===== config.mk =====
export PLATFORM = sky130hd
export DESIGN_NAME = seg7_mux_driver
export DESIGN_NICKNAME = d
export VERILOG_FILES = /design/src/rtl/seg7_pkg.sv /design/src/rtl/seg7_hex_lut.sv /design/src/rtl/seg7_mux_driver.sv
export SDC_FILE = /design/constraint.sdc
export NUM_CORES = 1
export LEC_CHECK = 0
export BUFFER_PORTS_ARGS = -buffer_cell sky130_fd_sc_hd__buf_2
export CAP_MARGIN = 10
export CORE_MARGIN = 10
export CORE_UTILIZATION = 30
export CTS_CLUSTER_SIZE = 24
export DETAILED_ROUTE_END_ITERATION = 10
export GPL_ROUTABILITY_DRIVEN = 0
export SETUP_SLACK_MARGIN = 0.1
export SYNTH_ARGS = -nofsm -noshare
export SYNTH_HDL_FRONTEND = slang
export SYNTH_SLANG_ARGS = --single-unit

===== constraint.sdc =====
create_clock -name clk -period 4 [get_ports clk]
set_input_delay 0.6 -clock clk [delete_from_list [all_inputs] [get_ports clk]]
set_output_delay 0.6 -clock clk [all_outputs]
set_load 0.05 [all_outputs]

===== src/rtl/seg7_pkg.sv =====
// seg7_pkg
// Shared constants for the 7-segment display driver:
//   - SEG_* bit positions inside a 7-bit segment vector (bit0 = a ... bit6 = g)
//   - SEG_BLANK, the pre-polarity "all segments off" pattern
//   - SEG_TABLE, hex nibble to segment pattern (pre-polarity, 1 = segment lit)
package seg7_pkg;

   localparam int SEG_A = 0;
   localparam int SEG_B = 1;
   localparam int SEG_C = 2;
   localparam int SEG_D = 3;
   localparam int SEG_E = 4;
   localparam int SEG_F = 5;
   localparam int SEG_G = 6;

   localparam logic [6:0] SEG_BLANK = 7'h00;

   // Entry n is the segment pattern for hex digit n; listed from F down to 0
   // because the packed concatenation fills the most significant entry first.
   localparam logic [15:0][6:0] SEG_TABLE = {
      7'h71, 7'h79, 7'h5E, 7'h39,   // F E d C
      7'h7C, 7'h77, 7'h67, 7'h7F,   // b A 9 8
      7'h07, 7'h7D, 7'h6D, 7'h66,   // 7 6 5 4
      7'h4F, 7'h5B, 7'h06, 7'h3F    // 3 2 1 0
   };

endpackage


===== src/rtl/seg7_hex_lut.sv =====
// seg7_hex_lut
// Purely combinational hex nibble to 7-segment lookup (active-high segments).
// Ports:
//   nibble_i    in  4  hex digit to display
//   segments_o  out 7  segment pattern, bit0 = a ... bit6 = g
module seg7_hex_lut
   import seg7_pkg::*;
(
   input  logic [3:0] nibble_i,
   output logic [6:0] segments_o
);

   assign segments_o = SEG_TABLE[nibble_i];

endmodule


===== src/rtl/seg7_mux_driver.sv =====
// seg7_mux_driver
// Time-multiplexed driver for NUM_DIGITS 7-segment digits. Scans one digit per
// PRESCALE-cycle slot, blanks the first BLANK_CYCLES of each slot against
// ghosting, optionally suppresses leading zeros, and only swaps in a newly
// loaded value at a frame boundary so the display never tears. All outputs
// are registered (one cycle latency from the scan state).
// Ports:
//   clk          in   1             system clock
//   rst_n        in   1             synchronous active-low reset
//   enable       in   1             1 = scanning, 0 = outputs inactive, counters at 0
//   load         in   1             strobe capturing value/dp_in
//   value        in   4*NUM_DIGITS  hex digits, value[3:0] is digit 0
//   dp_in        in   NUM_DIGITS    decimal point per digit
//   lz_suppress  in   1             1 = blank leading zeros
//   segments     out  7             segment pins (bit0 = a ... bit6 = g)
//   dp_out       out  1             decimal point pin of the active digit
//   digit_en     out  NUM_DIGITS    one-hot digit select pins
//   frame_tick   out  1             pulse aligned with first blank cycle of digit 0
//   pending      out  1             a loaded value waits for the next frame boundary
module seg7_mux_driver
   import seg7_pkg::*;
#(
   parameter int NUM_DIGITS     = 4,
   parameter int PRESCALE       = 1000,
   parameter int BLANK_CYCLES   = 2,
   parameter int SEG_ACTIVE_LOW = 0,
   parameter int DIG_ACTIVE_LOW = 0
) (
   input  logic                    clk,
   input  logic                    rst_n,
   input  logic                    enable,
   input  logic                    load,
   input  logic [4*NUM_DIGITS-1:0] value,
   input  logic [NUM_DIGITS-1:0]   dp_in,
   input  logic                    lz_suppress,
   output logic [6:0]              segments,
   output logic                    dp_out,
   output logic [NUM_DIGITS-1:0]   digit_en,
   output logic                    frame_tick,
   output logic                    pending
);

   localparam int IDX_W  = (NUM_DIGITS > 1) ? $clog2(NUM_DIGITS) : 1;
   localparam int PCNT_W = $clog2(PRESCALE);

   localparam logic [PCNT_W-1:0] PCNT_LAST  = PCNT_W'(PRESCALE - 1);
   localparam logic [PCNT_W-1:0] PCNT_BLANK = PCNT_W'(BLANK_CYCLES);
   localparam logic [IDX_W-1:0]  IDX_LAST   = IDX_W'(NUM_DIGITS - 1);

   // Pin levels that mean "off" once polarity inversion is applied.
   localparam logic [6:0]            SEG_OFF = (SEG_ACTIVE_LOW != 0) ? 7'h7F : 7'h00;
   localparam logic                  DP_OFF  = (SEG_ACTIVE_LOW != 0);
   localparam logic [NUM_DIGITS-1:0] DIG_OFF = (DIG_ACTIVE_LOW != 0) ? '1 : '0;

   logic [PCNT_W-1:0]       pcnt_q, pcnt_d;
   logic [IDX_W-1:0]        idx_q, idx_d;
   logic [4*NUM_DIGITS-1:0] shadowVal_q, shadowVal_d;
   logic [NUM_DIGITS-1:0]   shadowDp_q, shadowDp_d;
   logic                    pending_q, pending_d;
   logic [4*NUM_DIGITS-1:0] dispVal_q, dispVal_d;
   logic [NUM_DIGITS-1:0]   dispDp_q, dispDp_d;
   logic [6:0]              seg_q, seg_d;
   logic                    dp_q, dp_d;
   logic [NUM_DIGITS-1:0]   dig_q, dig_d;
   logic                    tick_q, tick_d;

   logic [NUM_DIGITS-1:0]   lzMask;
   logic                    blankRun;
   logic [3:0]              curNibble;
   logic [6:0]              lutSeg;
   logic                    lastPcnt;
   logic                    boundary;
   logic [6:0]              segPre;
   logic                    dpPre;
   logic [NUM_DIGITS-1:0]   digPre;

   // A digit is a leading zero while every digit above it is also a blanked
   // zero without a decimal point; the run starts at the top digit and stops
   // before digit 0, which is always shown.
   always_comb begin
      lzMask   = '0;
      blankRun = lz_suppress;
      for (int k = NUM_DIGITS - 1; k >= 1; k--) begin
         blankRun  = blankRun && (dispVal_q[4*k +: 4] == 4'h0) && !dispDp_q[k];
         lzMask[k] = blankRun;
      end
   end

   assign curNibble = dispVal_q[4*idx_q +: 4];

   seg7_hex_lut uLut (
      .nibble_i   (curNibble),
      .segments_o (lutSeg)
   );

   // Scan counters, shadow/display commit, and the next pin values. A load on
   // the boundary cycle or while disabled bypasses the shadow stage, since
   // there is no frame in progress that it could tear.
   always_comb begin
      pcnt_d      = pcnt_q;
      idx_d       = idx_q;
      shadowVal_d = shadowVal_q;
      shadowDp_d  = shadowDp_q;
      pending_d   = pending_q;
      dispVal_d   = dispVal_q;
      dispDp_d    = dispDp_q;
      segPre      = SEG_BLANK;
      dpPre       = 1'b0;
      digPre      = '0;

      lastPcnt = (pcnt_q == PCNT_LAST);
      boundary = enable && lastPcnt && (idx_q == IDX_LAST);

      if (!enable) begin
         pcnt_d = '0;
         idx_d  = '0;
      end else if (lastPcnt) begin
         pcnt_d = '0;
         idx_d  = (idx_q == IDX_LAST) ? '0 : idx_q + 1'b1;
      end else begin
         pcnt_d = pcnt_q + 1'b1;
      end

      if (boundary && pending_q) begin
         dispVal_d = shadowVal_q;
         dispDp_d  = shadowDp_q;
         pending_d = 1'b0;
      end

      if (load) begin
         shadowVal_d = value;
         shadowDp_d  = dp_in;
         if (!enable || boundary) begin
            dispVal_d = value;
            dispDp_d  = dp_in;
            pending_d = 1'b0;
         end else begin
            pending_d = 1'b1;
         end
      end

      if (enable && (pcnt_q >= PCNT_BLANK)) begin
         segPre = lzMask[idx_q] ? SEG_BLANK : lutSeg;
         dpPre  = dispDp_q[idx_q];
         digPre = NUM_DIGITS'(1) << idx_q;
      end

      seg_d  = (SEG_ACTIVE_LOW != 0) ? ~segPre : segPre;
      dp_d   = (SEG_ACTIVE_LOW != 0) ? ~dpPre  : dpPre;
      dig_d  = (DIG_ACTIVE_LOW != 0) ? ~digPre : digPre;
      tick_d = boundary;
   end

   // State and output registers; reset drops any pending value and parks
   // every pin at its inactive level.
   always_ff @(posedge clk) begin
      if (!rst_n) begin
         pcnt_q      <= '0;
         idx_q       <= '0;
         shadowVal_q <= '0;
         shadowDp_q  <= '0;
         pending_q   <= 1'b0;
         dispVal_q   <= '0;
         dispDp_q    <= '0;
         seg_q       <= SEG_OFF;
         dp_q        <= DP_OFF;
         dig_q       <= DIG_OFF;
         tick_q      <= 1'b0;
      end else begin
         pcnt_q      <= pcnt_d;
         idx_q       <= idx_d;
         shadowVal_q <= shadowVal_d;
         shadowDp_q  <= shadowDp_d;
         pending_q   <= pending_d;
         dispVal_q   <= dispVal_d;
         dispDp_q    <= dispDp_d;
         seg_q       <= seg_d;
         dp_q        <= dp_d;
         dig_q       <= dig_d;
         tick_q      <= tick_d;
      end
   end

   assign segments   = seg_q;
   assign dp_out     = dp_q;
   assign digit_en   = dig_q;
   assign frame_tick = tick_q;
   assign pending    = pending_q;

endmodule


==> reports/qor.txt, run 1 <==
CP max-delay cell -> mux4_1
Clk Latency, worst-skew pair -> 0.35 ns
Post-route ant nets -> 0
Post-synth top cells -> dfxtp_1 (66), mux2i_1 (38), nor2_1 (38)
Fmax -> 418.1 MHz
Fin crit share -> 59.79%
Depth of the most critical reg-to-reg path -> 7
Leakage -> 1.542 nW
Syn Inst Count -> 302
Initial core utilization -> 31.18%
Post-CTS setup buffer count -> 0
Post-route DRC -> 0
Hold path startpoint -> shadowDp_q[0]
Final min period -> 2.392 ns
Tot GR Track Use -> 9.672%
Startpoint Class -> flip-flop
Yosys Warn Count -> 0
DR iter-0 viols -> 94
Worst-path clk slew -> 0.07 ns
PD cells -> 401.0 nW/um^2
Post-Syn Area -> 3075 sq um
First-pass GRT wire length -> 11.37 mm
Most common cell in the synthesized netlist -> dfxtp_1
Routed length per placed instance -> 14.56 um
Crit-path cells -> mux4_1, inv_1, ha_1, and2b_2, o21ai_0, nand2_1, a211oi_2
Layout Nets -> 371
CTS tree -> done
Share of the synthesized area in the top cell type -> 42.96%
Die H -> 121.3 um
Grt ovf -> 0
Synth top area cells -> dfxtp_1 (43%), mux2i_1 (12%), o211a_1 (4.9%), nor2_1 (4.6%), ha_1 (4.1%)
Final setup fails -> 0
Hold Buf Count CTS -> 0
CP top delay family -> multiplexers
Worst min-delay path class -> flip-flop to flip-flop
Post-synth cell types -> 45
Worst R2R End -> segments[3]
Core area -> 9864 sq um
Critical Path AT -> 2.67 ns
Ys flop type -> dfxtp_1
CP Max Fanout -> 12
Vias in the first global route -> 2259
Syn nets -> 337
CTS Buf Count -> 9
RSZ-0062 raised after global routing -> no
FILL cells -> 999
EDFF count, synth -> 0
Via density per instance -> 4.741
Crit-path max cell delay -> 0.72 ns
Pin count of the biggest net entering global routing -> 39
Worst Path Buf+Inv -> 1
Post-cts sizing count -> 0
CP startpoint -> idx_q[0]
Diode count -> 0
Final slew viol count -> 0
FF-to-FF Start -> idx_q[0]
Clk_skew -> 0.006858 ns
Max Cap Viol -> 0
Fraction of layout cells with a size suffix above 1 -> 21.11%
Register area share after synthesis -> 42.96%
Setup TNS -> 0 ns
Syn avg cell area -> 10.18 sq um
WS Path Type -> flip-flop to flip-flop
VDD IR max -> 0.2187 mV
Placed Instances -> 458
Die width -> 121.3 um
Placed cell areas -> 3361 sq um
Tightest Pin Transition -> 0.6566 ns
Status -> completed
Via count -> 2247
Clock buffer depth -> 2
Leading area contributor after synthesis -> dfxtp_1
Design Area, Final -> 3566 sq um
Die area -> 14700 sq um
Fin. Hold Viols -> 0
Site row count -> 36
Post-DP HPWL -> 4.902 mm
Synth-to-layout area growth -> 15.95%
Port Buffers -> 38
I/O Pins -> 39
CP Depth -> 7
Clk sink count -> 66
Final Non-Filler Cells -> 474
Worst relative slew slack -> 56.23%
WHS Endpoint -> shadowDp_q[0]
WP data required -> 4.27 ns
Initial DRT Pass Iterations -> 5
Register bit total from synthesis -> 66
Initial antenna violation count -> 0
DRT Wirelength -> 6.900 mm
Worst hold stages -> 2
Synth async-reset ratio -> 0%
CTS H-tree depth -> 3
Crit. End Element -> flip-flop
Clock Tree Root -> clkbuf_8
Final total power -> 0.001430 W
FF-to-FF setup slack -> 1.61 ns
## routing by layer
metal  global-route usage [%]  up-vias  routed length, um
li1                         -     1133                  -
met1                    12.01     1069               3401
met2                    14.56       40               3052
met3                    4.746        5                375
met4                    2.608        0                 70
met5                        0        -                  0
## kinds of logic (layout without fill, tap and decap cells)
kind of cell             after synthesis  in the layout  synth area share, %
AND/OR/NAND/NOR                      107            107                16.92
adder cells (fa/ha/maj)               10             10                4.068
buffers and inverters                 23             62                3.824
XOR/XNOR                               8              8                2.278
AO/OA/AOI/OAI                         41             41                12.08
multiplexers                          47             47                17.86
flip-flops                            66             66                42.96
## power breakdown
| group | switching [W] | leakage [nW] | internal [W] | total [W] |
|---|---|---|---|---|
| Clock | 0.000255 | 0.0986 | 0.000321 | 0.000576 |
| Sequential | 0.0000220 | 0.541 | 0.000688 | 0.000710 |
| Combinational | 0.0000801 | 0.902 | 0.0000637 | 0.000144 |
| Total | 0.000358 | 1.54 | 0.00107 | 0.00143 |
## placed cells by master (no fill, tap or decap), types with 2 or more instances in the layout
master / count
nor3_1: 5
ha_1: 10
nor2_1: 38
a211oi_1: 3
clkinvlp_4: 2
a22oi_1: 5
mux4_2: 2
o21ai_0: 7
nand2_1: 26
nor2b_1: 15
or2_2: 3
clkbuf_8: 11
buf_2: 38
nor4_1: 2
mux2i_1: 38
xor2_1: 3
or4_1: 2
inv_1: 6
mux2_2: 4
dfxtp_1: 66
o211a_1: 15
buf_4: 2
nand3_1: 7
xnor2_1: 5
a21oi_1: 2
mux4_1: 3
## worst max-delay path by stage
stage	end	slack, ns
finish	segments[3]	1.61
detailed placement	segments[3]	1.63
global route	segments[3]	1.50
CTS	segments[3]	1.62
floorplan	segments[3]	1.89
global placement	segments[3]	1.68
## tightest hold or removal path, delay by kind of cell (launching register included)
kind	cells	cell delay (ns)
flip-flops	1	0.33
AND/OR/NAND/NOR	2	0.11
## area by class of cell
cell class,instances,area [sq um],area share [%]
inverter,6,22.52,0.6316
timing repair buffer,40,205.2,5.754
multi-input combinational,213,1645,46.14
clock buffer,12,155.1,4.351
sequential,66,1321,37.05
tap,133,166.4,4.667
clock inverter,4,50.05,1.404
## metrics by stage
stage,setup WS [ns],utilization [%],hold slack (ns)
detailed placement,1.631,34.07,0.4576
CTS,1.615,36.15,0.4730
global placement,1.679,34.07,0.4504
floorplan,1.885,-,0.4342
global route,1.499,36.15,0.4803
finish,1.608,36.15,0.4732
## registers in the layout, summed over array words and instances, names as in the netlist, 2 cells and up
name         count
digit_en         4
dispDp_q         4
dispVal_q       16
idx_q            2
pcnt_q          10
segments         7
shadowDp_q       4
shadowVal_q     16
No activity file was read; power rests on OpenSTA's default activity.
==> inputs of run 2 (changes only) <==
==> constraint.sdc (replaced) <==
create_clock -name clk -period 2.3 [get_ports clk]
set_input_delay 0.345 -clock clk [delete_from_list [all_inputs] [get_ports clk]]
set_output_delay 0.345 -clock clk [all_outputs]
set_load 0.05 [all_outputs]
==> reports/qor.txt, run 2 (same netlist as run 1, synthesis figures left out) <==
Hold Buf Count CTS -> 0 (unchanged)
Final Non-Filler Cells -> 481 (+1.5%)
I/O Pins -> 39 (unchanged)
Crit. End Element -> flip-flop
Tot GR Track Use -> 9.793% (+0.12 points)
Initial DRT Pass Iterations -> 4 (-1)
Post-route ant nets -> 0 (unchanged)
Power share of the sequential group -> 49.9% (+0.3 points)
Design Area, Final -> 3626 sq um (+1.7%)
DR iter-0 viols -> 93 (-1.1%)
WP data required -> 2.57 ns (-1.70 ns)
Pin count of the biggest net entering global routing -> 38 (-2.6%)
RSZ-0062 raised after global routing -> no
Port Buffers -> 38 (unchanged)
Clk_skew -> 0.01678 ns (+0.009919 ns)
FILL cells -> 989 (-1.0%)
Via density per instance -> 4.680 (-1.3%)
VDD IR max -> 0.3360 mV (+54%)
CP max-delay cell -> mux4_2
Clk sink count -> 66 (unchanged)
Clock buffer depth -> 2 (unchanged)
Depth of the most critical reg-to-reg path -> 7 (unchanged)
Worst min-delay path class -> input port to flip-flop
Setup TNS -> 0 ns (unchanged)
Switching Fraction -> 25.63% (+0.62 points)
Crit-path cells -> mux4_2, inv_1, ha_1, and2b_2, o21ai_0, nand2_1, a211oi_2
CTS tree -> done
Fmax -> 500.0 MHz (+20%)
Via count -> 2251 (+0.18%)
Clock Tree Root -> clkbuf_8
CTS H-tree depth -> 3 (unchanged)
Die H -> 121.3 um (unchanged)
Most frequent cells in the layout -> dfxtp_1 (66), nor2_1 (38), mux2i_1 (38), buf_2 (38), nand2_1 (26)
Status -> completed
Clock power share -> 39.9% (-0.4 points)
Layout Nets -> 378 (+1.9%)
DRT Wirelength -> 6.832 mm (-0.99%)
Worst R2R End -> segments[3]
Post-DP HPWL -> 4.939 mm (+0.75%)
Hold path startpoint -> value[2]
Fraction of layout cells with a size suffix above 1 -> 23.28% (+2.2 points)
Die area -> 14700 sq um (unchanged)
FF-to-FF Start -> idx_q[0]
Crit-path max cell delay -> 0.59 ns (-0.13 ns)
Placed Instances -> 464 (+1.3%)
Final slew viol count -> 0 (unchanged)
Max Cap Viol -> 0 (unchanged)
Worst relative slew slack -> 67.16% (+11 points)
First-pass GRT wire length -> 11.53 mm (+1.4%)
Placed cell areas -> 3418 sq um (+1.7%)
Startpoint Class -> flip-flop
Initial antenna violation count -> 0 (unchanged)
Clk Latency, worst-skew pair -> 0.35 ns (about the same)
Final min period -> 2.000 ns (-0.3917 ns)
WHS Endpoint -> dispVal_q[2]
Fin. Hold Viols -> 0 (unchanged)
Fin crit share -> 86.95% (+27 points)
Worst-path clk slew -> 0.07 ns (about the same)
Diode count -> 0 (unchanged)
Worst hold stages -> 2 (unchanged)
Logic gate share of total power -> 10.2% (about the same)
Switching pwr -> 0.0006337 W (+77%)
Critical Path AT -> 2.27 ns (-0.40 ns)
Core area -> 9864 sq um (unchanged)
Die width -> 121.3 um (unchanged)
CTS Buf Count -> 9 (unchanged)
Final setup fails -> 0 (unchanged)
Routed length per placed instance -> 14.20 um (-2.4%)
Regs by FF count -> dispVal_q (16), shadowVal_q (16), pcnt_q (10)
Tightest Pin Transition -> 0.4881 ns (-0.1685 ns)
PD cells -> 681.9 nW/um^2 (+70%)
WS Path Type -> flip-flop to flip-flop
FF-to-FF setup slack -> 0.30 ns (-1.31 ns)
Synth-to-layout area growth -> 17.90%
Grt ovf -> 0 (unchanged)
Post-route DRC -> 0 (unchanged)
Vias in the first global route -> 2306 (+2.1%)
Leakage -> 1.570 nW (+1.9%)
CP Max Fanout -> 5 (-7)
Initial core utilization -> 31.18% (unchanged)
Commonest non-fill, non-tap cell in the layout -> dfxtp_1
Site row count -> 36 (unchanged)
Internal -> 0.001839 W (+72%)
run 2: worst max-delay path by stage:
stage,start,to,cells after the start
floorplan,idx_q[0],segments[3],8
detailed placement,idx_q[0],segments[3],7
global route,idx_q[0],dispVal_q[2],8
CTS,idx_q[0],segments[3],7
global placement,idx_q[0],segments[3],7
finish,idx_q[0],segments[3],7
run 2: cell type report:
cell class / count / area [sq um] / share of cell area (%)
clock inverters: 6 / 66.31 / 1.829
clock buffers: 10 / 137.6 / 3.796
flip-flops and latches: 66 / 1321 / 36.44
multi-input cells: 213 / 1642 / 45.27
well taps: 133 / 166.4 / 4.589
inverters: 6 / 22.52 / 0.6211
repair buffers: 47 / 270.3 / 7.453
run 2: worst max-delay path, delay by kind of cell (launching register included):
kind / cells / cell delay (ns)
simple gates: 2 / 0.29
fa+ha+maj: 1 / 0.28
mux: 1 / 0.59
buf+inv: 1 / 0.15
flops: 1 / 0.38
compound gates: 2 / 0.26
run 2: repair_timing:
item | CTS | global route
endpoints found under the hold margin | 0 | 0
setup endpoints to repair | 0 | 2
buffers inserted | 0 | 1
resized for setup | 0 | 1
run 2: metrics by stage:
stage / hold WS (ns) / worst slack, ns / util, % / power, W
after detailed placement: 0.4611 / 0.2114 / 34.65 / 0.001512
after CTS: 0.2410 / 0.1955 / 36.72 / 0.002510
after floorplan: 0.4342 / 0.1854 / - / 0.001438
after global placement: 0.4477 / 0.2823 / 34.65 / 0.001505
final: 0.2561 / 0.3001 / 36.76 / 0.002473
after global routing: 0.2451 / 0.1221 / 36.76 / 0.002589
run 2: per-layer routing:
metal	vias up	routed length, um	global-route usage (%)
li1	1152	-	-
met1	1058	3225	12.06
met2	35	3122	15.10
met3	6	387	3.769
met4	0	96	3.800
met5	-	0	0
run 2: power by group through the flow:
stage | Sequential [W] | Clock (W) | Combinational [W]
after floorplan | 0.00126 | 0 | 0.000179
after global placement | 0.00126 | 0 | 0.000247
after detailed placement | 0.00126 | 0 | 0.000253
after CTS | 0.00123 | 0.00102 | 0.000254
after global routing | 0.00124 | 0.00107 | 0.000283
final | 0.00123 | 0.000987 | 0.000252
